===== src/rtl/imm_enc_pkg.sv =====
// Shared types and helpers for the RV32I immediate encoder.
// Format and error encodings are identical to those of the sign-extend decoder.
package imm_enc_pkg;

    localparam int unsigned XLEN = 32;

    typedef enum logic [2:0] {
        IMM_I = 3'b000,
        IMM_B = 3'b001,
        IMM_S = 3'b010,
        IMM_U = 3'b011,
        IMM_J = 3'b100
    } imm_src_e;

    typedef enum logic [1:0] {
        ERR_NONE  = 2'b00,
        ERR_RANGE = 2'b01,
        ERR_ALIGN = 2'b10,
        ERR_SRC   = 2'b11
    } imm_err_e;

    // Stage-1 payload; imm_src is kept raw so illegal codes survive to the check
    typedef struct packed {
        logic [2:0]      imm_src;
        logic [XLEN-1:0] imm;
        logic [XLEN-1:0] instr;
    } s1_payload_t;

    // True when v[XLEN-1:lsb] are all equal, i.e. v fits as a sign-extended field
    function automatic logic upper_uniform(input logic [XLEN-1:0] v, input int unsigned lsb);
        logic [XLEN-1:0] sh;
        sh = $signed(v) >>> lsb;
        return (sh == '0) || (sh == '1);
    endfunction

    // Reference sign-extend decoder, used to re-derive the immediate from an encoding
    function automatic logic [XLEN-1:0] decode_imm(input logic [2:0] src, input logic [XLEN-1:0] ins);
        logic [XLEN-1:0] r;
        case (src)
            IMM_I:   r = {{20{ins[31]}}, ins[31:20]};
            IMM_S:   r = {{20{ins[31]}}, ins[31:25], ins[11:7]};
            IMM_B:   r = {{19{ins[31]}}, ins[31], ins[7], ins[30:25], ins[11:8], 1'b0};
            IMM_U:   r = {ins[31:12], 12'b0};
            IMM_J:   r = {{11{ins[31]}}, ins[31], ins[19:12], ins[20], ins[30:21], 1'b0};
            default: r = '0;
        endcase
        return r;
    endfunction

endpackage


===== src/rtl/imm_enc_pack.sv =====
// Combinational scatter of an immediate into an RV32I template, plus the
// representability check (illegal source > alignment > range).
module imm_enc_pack
    import imm_enc_pkg::*;
(
    input  logic [2:0]      imm_src_i,
    input  logic [XLEN-1:0] imm_i,
    input  logic [XLEN-1:0] instr_i,
    output logic [XLEN-1:0] instr_o,
    output logic [1:0]      err_o
);

    logic [XLEN-1:0] field_mask;
    logic [XLEN-1:0] placed;
    imm_err_e        err;

    // Select field mask, placed immediate bits and error code for the format
    always_comb begin
        field_mask = '0;
        placed     = '0;
        err        = ERR_NONE;
        case (imm_src_i)
            IMM_I: begin
                field_mask = 32'hFFF0_0000;
                placed     = {imm_i[11:0], 20'b0};
                if (!upper_uniform(imm_i, 11)) err = ERR_RANGE;
            end
            IMM_S: begin
                field_mask = 32'hFE00_0F80;
                placed     = {imm_i[11:5], 13'b0, imm_i[4:0], 7'b0};
                if (!upper_uniform(imm_i, 11)) err = ERR_RANGE;
            end
            IMM_B: begin
                field_mask = 32'hFE00_0F80;
                placed     = {imm_i[12], imm_i[10:5], 13'b0, imm_i[4:1], imm_i[11], 7'b0};
                if (imm_i[0])                       err = ERR_ALIGN;
                else if (!upper_uniform(imm_i, 12)) err = ERR_RANGE;
            end
            IMM_U: begin
                field_mask = 32'hFFFF_F000;
                placed     = {imm_i[31:12], 12'b0};
                if (imm_i[11:0] != 12'b0) err = ERR_ALIGN;
            end
            IMM_J: begin
                field_mask = 32'hFFFF_F000;
                placed     = {imm_i[20], imm_i[10:1], imm_i[11], imm_i[19:12], 12'b0};
                if (imm_i[0])                       err = ERR_ALIGN;
                else if (!upper_uniform(imm_i, 20)) err = ERR_RANGE;
            end
            default: begin
                // Illegal source: no field is touched, template passes unchanged
                err = ERR_SRC;
            end
        endcase
    end

    // Errored results zero the immediate field; other template bits pass through
    always_comb begin
        instr_o = (instr_i & ~field_mask) | ((err == ERR_NONE) ? placed : '0);
        err_o   = err;
    end

endmodule


===== src/rtl/imm_encoder.sv =====
// Two-stage valid/ready RV32I immediate encoder with saturating error counter.
// Optional round-trip self-check enabled by defining IMM_ENC_ROUNDTRIP_CHECK_EN
// (adds rt_fail_o); without the macro there is no extra port or logic.
module imm_encoder
    import imm_enc_pkg::*;
#(
    parameter int unsigned DATA_WIDTH    = 32,
    parameter int unsigned ERR_CNT_WIDTH = 16
) (
    input  logic                     clk_i,
    input  logic                     rst_ni,
    input  logic                     in_valid_i,
    output logic                     in_ready_o,
    input  logic [2:0]               imm_src_i,
    input  logic [DATA_WIDTH-1:0]    imm_i,
    input  logic [DATA_WIDTH-1:0]    instr_i,
    output logic                     out_valid_o,
    input  logic                     out_ready_i,
    output logic [DATA_WIDTH-1:0]    instr_o,
    output logic [1:0]               err_code_o,
    output logic [ERR_CNT_WIDTH-1:0] err_cnt_o
`ifdef IMM_ENC_ROUNDTRIP_CHECK_EN
    ,
    output logic                     rt_fail_o
`endif
);

    logic                     s1_valid_q, s1_valid_d;
    s1_payload_t              s1_q, s1_d;
    logic                     s2_valid_q, s2_valid_d;
    logic [DATA_WIDTH-1:0]    instr_q, instr_d;
    logic [1:0]               err_q, err_d;
    logic [ERR_CNT_WIDTH-1:0] err_cnt_q, err_cnt_d;

    logic                     s2_load;
    logic                     accept;
    logic [DATA_WIDTH-1:0]    pack_instr;
    logic [1:0]               pack_err;

`ifdef IMM_ENC_ROUNDTRIP_CHECK_EN
    logic [2:0]               s2_src_q, s2_src_d;
    logic [DATA_WIDTH-1:0]    s2_imm_q, s2_imm_d;
    logic                     rt_fail_q, rt_fail_d;
    logic                     rt_mismatch;
`endif

    imm_enc_pack u_pack (
        .imm_src_i (s1_q.imm_src),
        .imm_i     (s1_q.imm),
        .instr_i   (s1_q.instr),
        .instr_o   (pack_instr),
        .err_o     (pack_err)
    );

    // Handshake: in_ready depends only on stage state and out_ready_i
    always_comb begin
        s2_load    = !s2_valid_q || out_ready_i;
        in_ready_o = !s1_valid_q || s2_load;
        accept     = in_valid_i && in_ready_o;
    end

    // Stage 1 captures the request; it empties into S2 whenever S2 can load
    always_comb begin
        s1_valid_d = s1_valid_q;
        s1_d       = s1_q;
        if (in_ready_o) s1_valid_d = in_valid_i;
        if (accept) begin
            s1_d.imm_src = imm_src_i;
            s1_d.imm     = imm_i;
            s1_d.instr   = instr_i;
        end
    end

    // Stage 2 holds the encoded result; data only changes when a new item lands
    always_comb begin
        s2_valid_d = s2_valid_q;
        instr_d    = instr_q;
        err_d      = err_q;
`ifdef IMM_ENC_ROUNDTRIP_CHECK_EN
        s2_src_d   = s2_src_q;
        s2_imm_d   = s2_imm_q;
`endif
        if (s2_load) begin
            s2_valid_d = s1_valid_q;
            if (s1_valid_q) begin
                instr_d  = pack_instr;
                err_d    = pack_err;
`ifdef IMM_ENC_ROUNDTRIP_CHECK_EN
                s2_src_d = s1_q.imm_src;
                s2_imm_d = s1_q.imm;
`endif
            end
        end
    end

    // Count errored results as they are consumed, saturating at all-ones
    always_comb begin
        err_cnt_d = err_cnt_q;
        if (s2_valid_q && out_ready_i && (err_q != ERR_NONE) && (err_cnt_q != '1))
            err_cnt_d = err_cnt_q + ERR_CNT_WIDTH'(1);
    end

`ifdef IMM_ENC_ROUNDTRIP_CHECK_EN
    // Re-decode clean results and flag any disagreement with the original immediate
    always_comb begin
        rt_mismatch = s2_valid_q && (err_q == ERR_NONE) &&
                      (decode_imm(s2_src_q, instr_q) != s2_imm_q);
        rt_fail_d   = rt_fail_q | rt_mismatch;
    end

    assert property (@(posedge clk_i) disable iff (!rst_ni) !rt_mismatch);

    assign rt_fail_o = rt_fail_q;
`endif

    // Pipeline, counter and sticky-flag registers
    always_ff @(posedge clk_i or negedge rst_ni) begin
        if (!rst_ni) begin
            s1_valid_q <= 1'b0;
            s1_q       <= '0;
            s2_valid_q <= 1'b0;
            instr_q    <= '0;
            err_q      <= ERR_NONE;
            err_cnt_q  <= '0;
`ifdef IMM_ENC_ROUNDTRIP_CHECK_EN
            s2_src_q   <= '0;
            s2_imm_q   <= '0;
            rt_fail_q  <= 1'b0;
`endif
        end else begin
            s1_valid_q <= s1_valid_d;
            s1_q       <= s1_d;
            s2_valid_q <= s2_valid_d;
            instr_q    <= instr_d;
            err_q      <= err_d;
            err_cnt_q  <= err_cnt_d;
`ifdef IMM_ENC_ROUNDTRIP_CHECK_EN
            s2_src_q   <= s2_src_d;
            s2_imm_q   <= s2_imm_d;
            rt_fail_q  <= rt_fail_d;
`endif
        end
    end

    assign out_valid_o = s2_valid_q;
    assign instr_o     = instr_q;
    assign err_code_o  = err_q;
    assign err_cnt_o   = err_cnt_q;

endmodule

===== config.mk =====
export PLATFORM = sky130hd
export DESIGN_NAME = imm_encoder
export DESIGN_NICKNAME = d
export VERILOG_FILES = /design/src/rtl/imm_enc_pkg.sv /design/src/rtl/imm_enc_pack.sv /design/src/rtl/imm_encoder.sv
export SDC_FILE = /design/constraint.sdc
export NUM_CORES = 1
export LEC_CHECK = 0
export CAP_MARGIN = 10
export CORE_ASPECT_RATIO = 1.4
export CORE_MARGIN = 4
export CORE_UTILIZATION = 56
export CTS_BUF_LIST = sky130_fd_sc_hd__clkbuf_8
export CTS_CLUSTER_DIAMETER = 200
export DETAILED_ROUTE_END_ITERATION = 8
export PLACE_DENSITY_LB_ADDON = 0.08
export SKIP_LAST_GASP = 1
export SYNTH_ARGS = -nofsm -noshare
export SYNTH_HDL_FRONTEND = slang
export SYNTH_SLANG_ARGS = --single-unit

===== constraint.sdc =====
create_clock -name clk_i -period 5.95 [get_ports clk_i]
set_clock_uncertainty 0.05 [all_clocks]
set_input_delay 1.19 -clock clk_i [delete_from_list [all_inputs] [get_ports clk_i]]
set_output_delay 1.19 -clock clk_i [all_outputs]
set_load 0.01 [all_outputs]

==> Word-level counts from Yosys, hierarchy flattened <==
Index checks and enable logic that the tools add are counted.
{ "word_totals": {"ff_bits": 119} }
{ "op_classes": {"add_sub_neg": 1, "n_eq_ne": 8, "mux": 10, "bitwise": 3, "reduce_logical": 22} }
{ "ops": {"columns": ["op", "count"], "rows": [
  ["32-bit one-hot mux with 5 select lines", 1],
  ["32-bit == test, second input constant", 3],
  ["32-bit logical NOT", 3],
  ["32-bit one-hot mux with 3 select lines", 1],
  ["32-bit bitwise AND", 1],
  ["32-bit two-way mux", 1],
  ["32-bit inverter", 1],
  ["32-bit OR", 1],
  ["16-bit by 1-bit adder with 16-bit output, second input constant", 1],
  ["16-bit inequality test, second input constant", 1],
  ["12-bit nonzero test", 1],
  ["2-bit one-hot mux with 4 select lines", 1],
  ["3-bit by 2-bit == test with 1-bit output, second input constant", 2],
  ["2-bit two-way mux", 3],
  ["2-bit OR reduction", 3],
  ["1-bit logical OR", 5],
  ["1-bit logical AND", 4],
  ["3-bit by 1-bit == test with 1-bit output, second input constant", 1],
  ["3-bit == test, second input constant", 1],
  ["3-bit logical NOT", 1],
  ["1-bit two-way mux", 3],
  ["1-bit logical NOT", 2],
  ["2-bit logical NOT", 1],
  ["2-bit AND reduction", 1],
  ["2-bit nonzero test", 1]
]} }

==> Depth between registers and ports, before layout <==
Gate-level depths: netlist (run 1).
{ "depth": {"depth_word": 8, "ltp_mapped": 7} }

==> Modules after synthesis <==
From an unflattened synthesis (run 1), not the netlist that was laid out.
{ "hier_totals": {"hier_cells": 441, "area_unflattened_um2": 5549.1} }
{ "modules_own_cells": {"columns": ["module", "instances", "cells_each", "area_per_inst_um2"], "rows": [
  ["imm_encoder", 1, 292, 4596.9],
  ["imm_enc_pack", 1, 149, 952.2]
]} }

==> Least setup slack after synthesis (run 1) <==
No wires, ideal clock.
{ "synth_timing": {"path_kind": "input port to flip-flop", "start": "input out_ready_i", "end": "register s1_q[35] in the netlist's numbering", "arrival_time_ps": 2618, "setup_slack_ps": 3157, "cell_stages": 5, "n_path_buf": 2, "cell_sequence": "nand3b_1 nand2_1 clkbuf_1 clkbuf_1 mux2_2"} }
{ "synth_via": {"elab_chain_len": 3} }
{ "synth_lines": {"columns": ["item", "line", "rtl"], "rows": [
  ["from (decl)", "imm_encoder.sv:18", "input logic out_ready_i,"],
  ["1-bit logical OR", "imm_encoder.sv:57", "s2_load = !s2_valid_q || out_ready_i;"],
  ["1-bit logical OR", "imm_encoder.sv:58", "in_ready_o = !s1_valid_q || s2_load;"],
  ["1-bit logical AND", "imm_encoder.sv:59", "accept = in_valid_i && in_ready_o;"],
  ["to (signal assigned)", "imm_encoder.sv:120", "s1_q <= '0;"],
  ["to (signal assigned)", "imm_encoder.sv:132", "s1_q <= s1_d;"],
  ["to (decl)", "imm_encoder.sv:29", "s1_payload_t s1_q, s1_d;"]
]} }
Every way passes these cells.
A chain may end at the register's enable or synchronous reset.

==> Final worst setup path (run 1) <==
{ "layout_timing": {"start": "input out_ready_i", "end": "output in_ready_o"} }
{ "layout_via": {"elab_chain_len": 2} }
{ "layout_lines": {"columns": ["item", "line", "rtl"], "rows": [
  ["1-bit logical OR", "imm_encoder.sv:57", null],
  ["1-bit logical OR", "imm_encoder.sv:58", null],
  ["to (decl)", "imm_encoder.sv:13", "output logic in_ready_o,"]
]} }
Every way passes these cells.

==> results_dict.tcl, run 1 <==
set metrics [dict create \
    async_flop_share_pct 100 \
    maxCapViolations 0 \
    final_cell_mix "121 x clkdlybuf4s50_1, 119 x dfrtp_1, 69 x mux2_2" \
    r2r_start "s1_q[66]$_DFFE_PN0P_" \
    crit_start "out_ready_i" \
    peakVddDrop_mv 0.231 \
    grt_max_degree 75 \
    wl_um 12900 \
    drt-initial-drc-count 275 \
    finalSetupTns_ns 0 \
    ys_seq_elements 119 \
    track_usage_pct 23.9 \
    multiInputGateArea_um2 2250 \
    ys_seq_area_share_pct 55.5 \
    final_antenna_net_count 0 \
    top_layer "met4" \
    drc 0 \
    firstDrtPassIters 4 \
    synth_edf_count 0 \
    m1WireLength_um 5260 \
    startpoint_type "input pin" \
    timing.final.crit_share_pct 61.1 \
    required_ns 4.71 \
    rsz0062_at_grt "no" \
    vias 4152 \
    utilization_pct 74.5 \
    holdWs_ns 0.410 \
    hpwl_um 8940 \
    crit_path_end_kind "output pin" \
    report.final.slew_viol_count 0 \
    register_area_um2 2980 \
    path_clk_slew_ns 0.07 \
    leakage_nw 2.96 \
    power_density_nw_per_um2 343 \
    rr_worst_depth 5 \
    viasPerCell 5.92 \
    gp_congestion 0.888 \
    slowest_stage "clkdlybuf4s50_1" \
    status "finished, final reports clean" \
    yosys_most_used_dff "dfrtp_1" \
    placed_cell_area_um2 6630 \
    io_pins 123 \
    tightest_slew_ns 1.13 \
    fin_nets 651 \
    period_minus_slack_ns 3.64 \
    hold_viol_final 0 \
    cts_resized 0 \
    cts_hold_buf 0 \
    antenna_found_initial 0 \
    finalSetupViolations 0 \
    min_to "instr_o[0]$_DFFE_PN0P_" \
    criticalPathCategory "input pin to output pin" \
    cpMostUsedCell "clkdlybuf4s50_1" \
    cts_made_buffers 17 \
    wl_met2_um 6770 \
    cts_buffer_depth 2 \
    syn_area_um2 5370 \
    path_cells "clkdlybuf4s50_1 > nand3b_1 > clkdlybuf4s50_1" \
    syn_inst 464 \
    avgSynthCellArea_um2 11.6 \
    cts_max_level 4 \
    grt_pass1_wl_um 20800 \
    crit_path_max_fanout 3 \
    wire_per_inst_um 18.4 \
    syn_to_final_growth_pct 30.6 \
    grt_pass1_vias 4198 \
    std_cell_rows 42 \
    postCtsSetupBuffers 0 \
    die_x_um 90.7 \
    initial_core_util_pct 57.1 \
    maxSlewHeadroom_pct 24.8 \
    critical-path-max-stage-delay_ns 0.56 \
    ys_warn_count 0 \
    synth.net_count 536 \
    antenna_cells 0 \
    grt_overflow 0 \
    fill_cells 666 \
    drive_gt1_share_pct 18.3 \
    min_path_type "flop to flop" \
    arrival_ns 2.40 \
    ys_types 44 \
    reg2reg_to "instr_o[12]$_DFFE_PN0P_" \
    cts_root_buf "clkbuf_8" \
    die_area_um2 11200 \
    clock_sinks 119 \
    coreArea_um2 9410 \
    met3_length_um 613 \
    hold_path.startpoint "s1_q[0]$_DFFE_PN0P_" \
    fin_area_um2 7010 \
    fmaxAchievable_mhz 275 \
    die_y_um 124 \
    cts_tree "yes" \
    numPortBuffers 122 \
    mostFrequentLayoutCell "clkdlybuf4s50_1" \
    worst-r2r-setup-slack_ns 3.28 \
    hold_path_depth 2 \
    insertion_delay_ns 0.43 \
]
-- worst max-delay path by stage --
stage                            to  slack, ns  cells past startpoint
2_1_floorplan  s1_q[35]$_DFFE_PN0P_       3.16                      5
3_3_place_gp             in_ready_o       2.33                      3
3_5_place_dp   s1_q[44]$_DFFE_PN0P_       2.27                      5
4_1_cts                  in_ready_o       2.31                      3
5_1_grt                  in_ready_o       2.26                      3
6_report                 in_ready_o       2.31                      3
-- where the power goes --
part,internal [W],switching (W)
logic,0.000337,0.000268
clock network,0.000396,0.000301
registers,0.000957,0.000144
total,0.00169,0.000712
-- synthesized netlist by cell type, types with 7 or more instances --
cell	n	area share, %
dfrtp_1	119	55
mux2_2	69	14
nand2_1	33	2.3
o21ai_0	31	2.9
a21oi_1	29	2.7
clkbuf_1	24	1.7
and3_1	23	2.7
nand3_1	19	1.8
nand4_1	9	1.0
nor4_1	9	1.0
xnor2_1	9	1.5
xor2_1	8	1.3
nor2_1	7	0.49
-- area by class of cell --
type	count	area share (%)
Clock buffer	20	3.93
Tap cell	110	1.96
Multi-Input combinational cell	312	32.1
Inverter	3	0.161
Timing Repair Buffer	126	17.8
Clock inverter	11	1.53
Sequential cell	119	42.5
-- kinds of logic (layout without fill, tap and decap cells) --
family	count (synthesis)	count (layout)	share of synthesized area, %
and+or+nand+nor	132	132	13.4
DFF	119	119	55.5
AOI/OAI and AO/OA	91	91	10.7
muxes	71	71	14.8
buffers and inverters	33	160	2.59
xor gates and xnor gates	17	17	2.77
adders and majority gates	1	1	0.233
-- per-layer routing --
metal	track usage, %	up-vias
met5	0	-
li1	-	1927
met4	12.2	0
met2	40.6	116
met3	6.16	23
met1	28.1	2086
-- sequential cells by signal (all words and copies together), names as in the netlist --
| register | flops |
|---|---|
| s1_q | 67 |
| instr_o | 32 |
| err_cnt_o | 16 |
| err_code_o | 2 |
| out_valid_o | 1 |
| s1_valid_q | 1 |
-- worst max-delay path: cells and delay by family --
family        cells  cell delay [ns]
simple gates      1             0.17
buf+inv           2             1.04
-- through the flow --
stage / power, W / worst slack (ns) / cells
6_report: 0.00240 / 2.31 / 701
3_3_place_gp: 0.00169 / 2.33 / 670
5_1_grt: 0.00252 / 2.26 / 701
4_1_cts: 0.00242 / 2.31 / 701
3_5_place_dp: 0.00172 / 2.27 / 670
2_1_floorplan: 0.00140 / 3.16 / 464
No activity file was read; power rests on OpenSTA's default activity.
==> inputs of run 2 (changes only) <==
Settings changed: CORE_UTILIZATION 56 to 47.
Clock period 5.95 ns to 3 ns, I/O delays scaled along.
==> run 2 against run 1 <==
Net effect:
- clock power rose to 2.6 times the previous value
- first-iteration DRC count down 35%
- clock-buffer cell count shrank 2
- cell count is 5.4% higher
- global-route usage down 3.3 points
- total power grew 120%
- critical path type is now flop to flop
- design area is 3.3% higher
==> results_dict.tcl, run 2 (synthesized netlist as in run 1, its figures left out) <==
set metrics [dict create \
    status "finished, final reports clean" \
    combPwrFrac_pct 23.4 \
    leakage_nw 3.05 \
    grt_pass1_wl_um 21500 \
    largest-register "s1_q" \
    crit_path_max_fanout 26 \
    clkPwrFrac_pct 34.8 \
    worst_slack_ns 0.324 \
    maxSlewHeadroom_pct 22.4 \
    fin_area_um2 7240 \
    startpoint_type "flop" \
    total_power_w 0.00520 \
    antenna_cells 0 \
    cts_made_buffers 17 \
    register_area_um2 2980 \
    cts_max_level 4 \
    largest_reg_flops 67 \
    p_int_w 0.00375 \
    numPortBuffers 122 \
    wire_per_inst_um 17.8 \
    insertion_delay_ns 0.43 \
    coreArea_um2 11000 \
    final_antenna_net_count 0 \
    min_path_type "input pin to asynchronous set/reset pin" \
    clock_sinks 119 \
    arrival_ns 2.94 \
    wl_um 13200 \
    die_area_um2 13200 \
    fin_nets 657 \
    switching_share_pct 27.9 \
    initial_core_util_pct 48.6 \
    drive_gt1_share_pct 19.4 \
    finalSetupTns_ns 0 \
    track_usage_pct 20.5 \
    criticalPathCategory "flop to flop" \
    drc 0 \
    syn_to_final_growth_pct 34.9 \
    finalSetupViolations 0 \
    peakVddDrop_mv 0.412 \
    postCtsSetupBuffers 0 \
    report.final.slew_viol_count 0 \
    power_density_nw_per_um2 719 \
    viasPerCell 5.70 \
    path_clk_slew_ns 0.07 \
    cts_hold_buf 0 \
    timing.final.crit_share_pct 89.2 \
    final_cell_mix "121 x clkdlybuf4s50_1, 119 x dfrtp_1, 69 x mux2_2" \
    grt_pass1_vias 4223 \
    grt_max_degree 68 \
    seqPwrFrac_pct 41.8 \
    required_ns 3.26 \
    crit_path_end_kind "flop" \
    die_x_um 98.3 \
    period_minus_slack_ns 2.68 \
    cts_buffer_depth 2 \
    cts_root_buf "clkbuf_8" \
    fmaxAchievable_mhz 374 \
    vias 4211 \
    mostFrequentLayoutCell "clkdlybuf4s50_1" \
    drt-initial-drc-count 179 \
    die_y_um 134 \
    switchingPower_w 0.00145 \
    dp_worst_setup_slack_ns 0.407 \
    tightest_slew_ns 1.16 \
    cts_resized 0 \
    multiInputGateArea_um2 2250 \
    rsz0062_at_grt "no" \
    hold_viol_final 0 \
    std_cell_rows 45 \
    grt_overflow 0 \
    fill_cells 897 \
    io_pins 123 \
    antenna_found_initial 0 \
    hpwl_um 9270 \
    gp_congestion 0.962 \
    cts_tree "yes" \
    firstDrtPassIters 4 \
    maxCapViolations 0 \
    placed_cell_area_um2 6740 \
]
[run 2: cell count changes in the layout (fill, tap and decap cells not counted), sizes merged]
cell	delta
buf	+6
bufinv	+5
clkbuf	-2
clkinv	-2
[run 2: layout make-up]
class	count	share of cell area (%)
multi-input combinational	312	31.1
tap	141	2.44
clock buffer	18	3.42
sequential	119	41.1
inverter	3	0.155
timing repair buffer	132	18.2
clock inverter	14	3.52
[run 2: path summary, 6_finish.rpt]
kind | startpoint | to | slack, ns | cells after the start
max | s1_q[64]$_DFFE_PN0P_ | instr_o[16]$_DFFE_PN0P_ | 0.32 | 5
min | rst_ni | s1_q[5]$_DFFE_PN0P_ | 0.13 | 1
max reg2reg | s1_q[64]$_DFFE_PN0P_ | instr_o[16]$_DFFE_PN0P_ | 0.32 | 5
min reg2reg | s1_q[6]$_DFFE_PN0P_ | instr_o[6]$_DFFE_PN0P_ | 0.42 | 2
max in group asynchronous | rst_ni | s1_q[20]$_DFFE_PN0P_ | 2.09 | 2
min in group clk_i | s1_q[6]$_DFFE_PN0P_ | instr_o[6]$_DFFE_PN0P_ | 0.42 | 2
[run 2: worst max-delay path, cell delays in order, from the launching register on]
cell and delay (ns):
dfrtp_1 0.56, or2_1 0.33, a2111oi_0 0.56, a221oi_1 0.16, a22o_2 0.48, o41ai_1 0.42
[run 2: power groups by stage]
| stage | Sequential [W] | Combinational, W | Clock, W |
|---|---|---|---|
| finish | 0.00218 | 0.00122 | 0.00181 |
| CTS | 0.00217 | 0.00124 | 0.00184 |
| global route | 0.00222 | 0.00133 | 0.00192 |
| floorplan | 0.00218 | 0.000590 | 0 |
| global placement | 0.00219 | 0.00121 | 0 |
| detailed placement | 0.00220 | 0.00123 | 0 |
[run 2: layer usage]
metal	up-vias	global-route usage, %	share of wire [%]
li1	1956	-	-
met1	2096	26.3	42
met2	146	33.7	50
met3	13	5.93	5.9
met4	0	6.61	1.5
met5	-	0	0
[run 2: per-stage QoR]
| step | instances | util (%) | hold WS, ns |
|---|---|---|---|
| after global placement | 707 | 61.1 | 0.390 |
| after floorplan | 464 | - | 0.254 |
| after CTS | 739 | 65.6 | 0.123 |
| final | 739 | 65.6 | 0.131 |
| after global routing | 739 | 65.6 | 0.137 |
| after detailed placement | 707 | 61.1 | 0.402 |
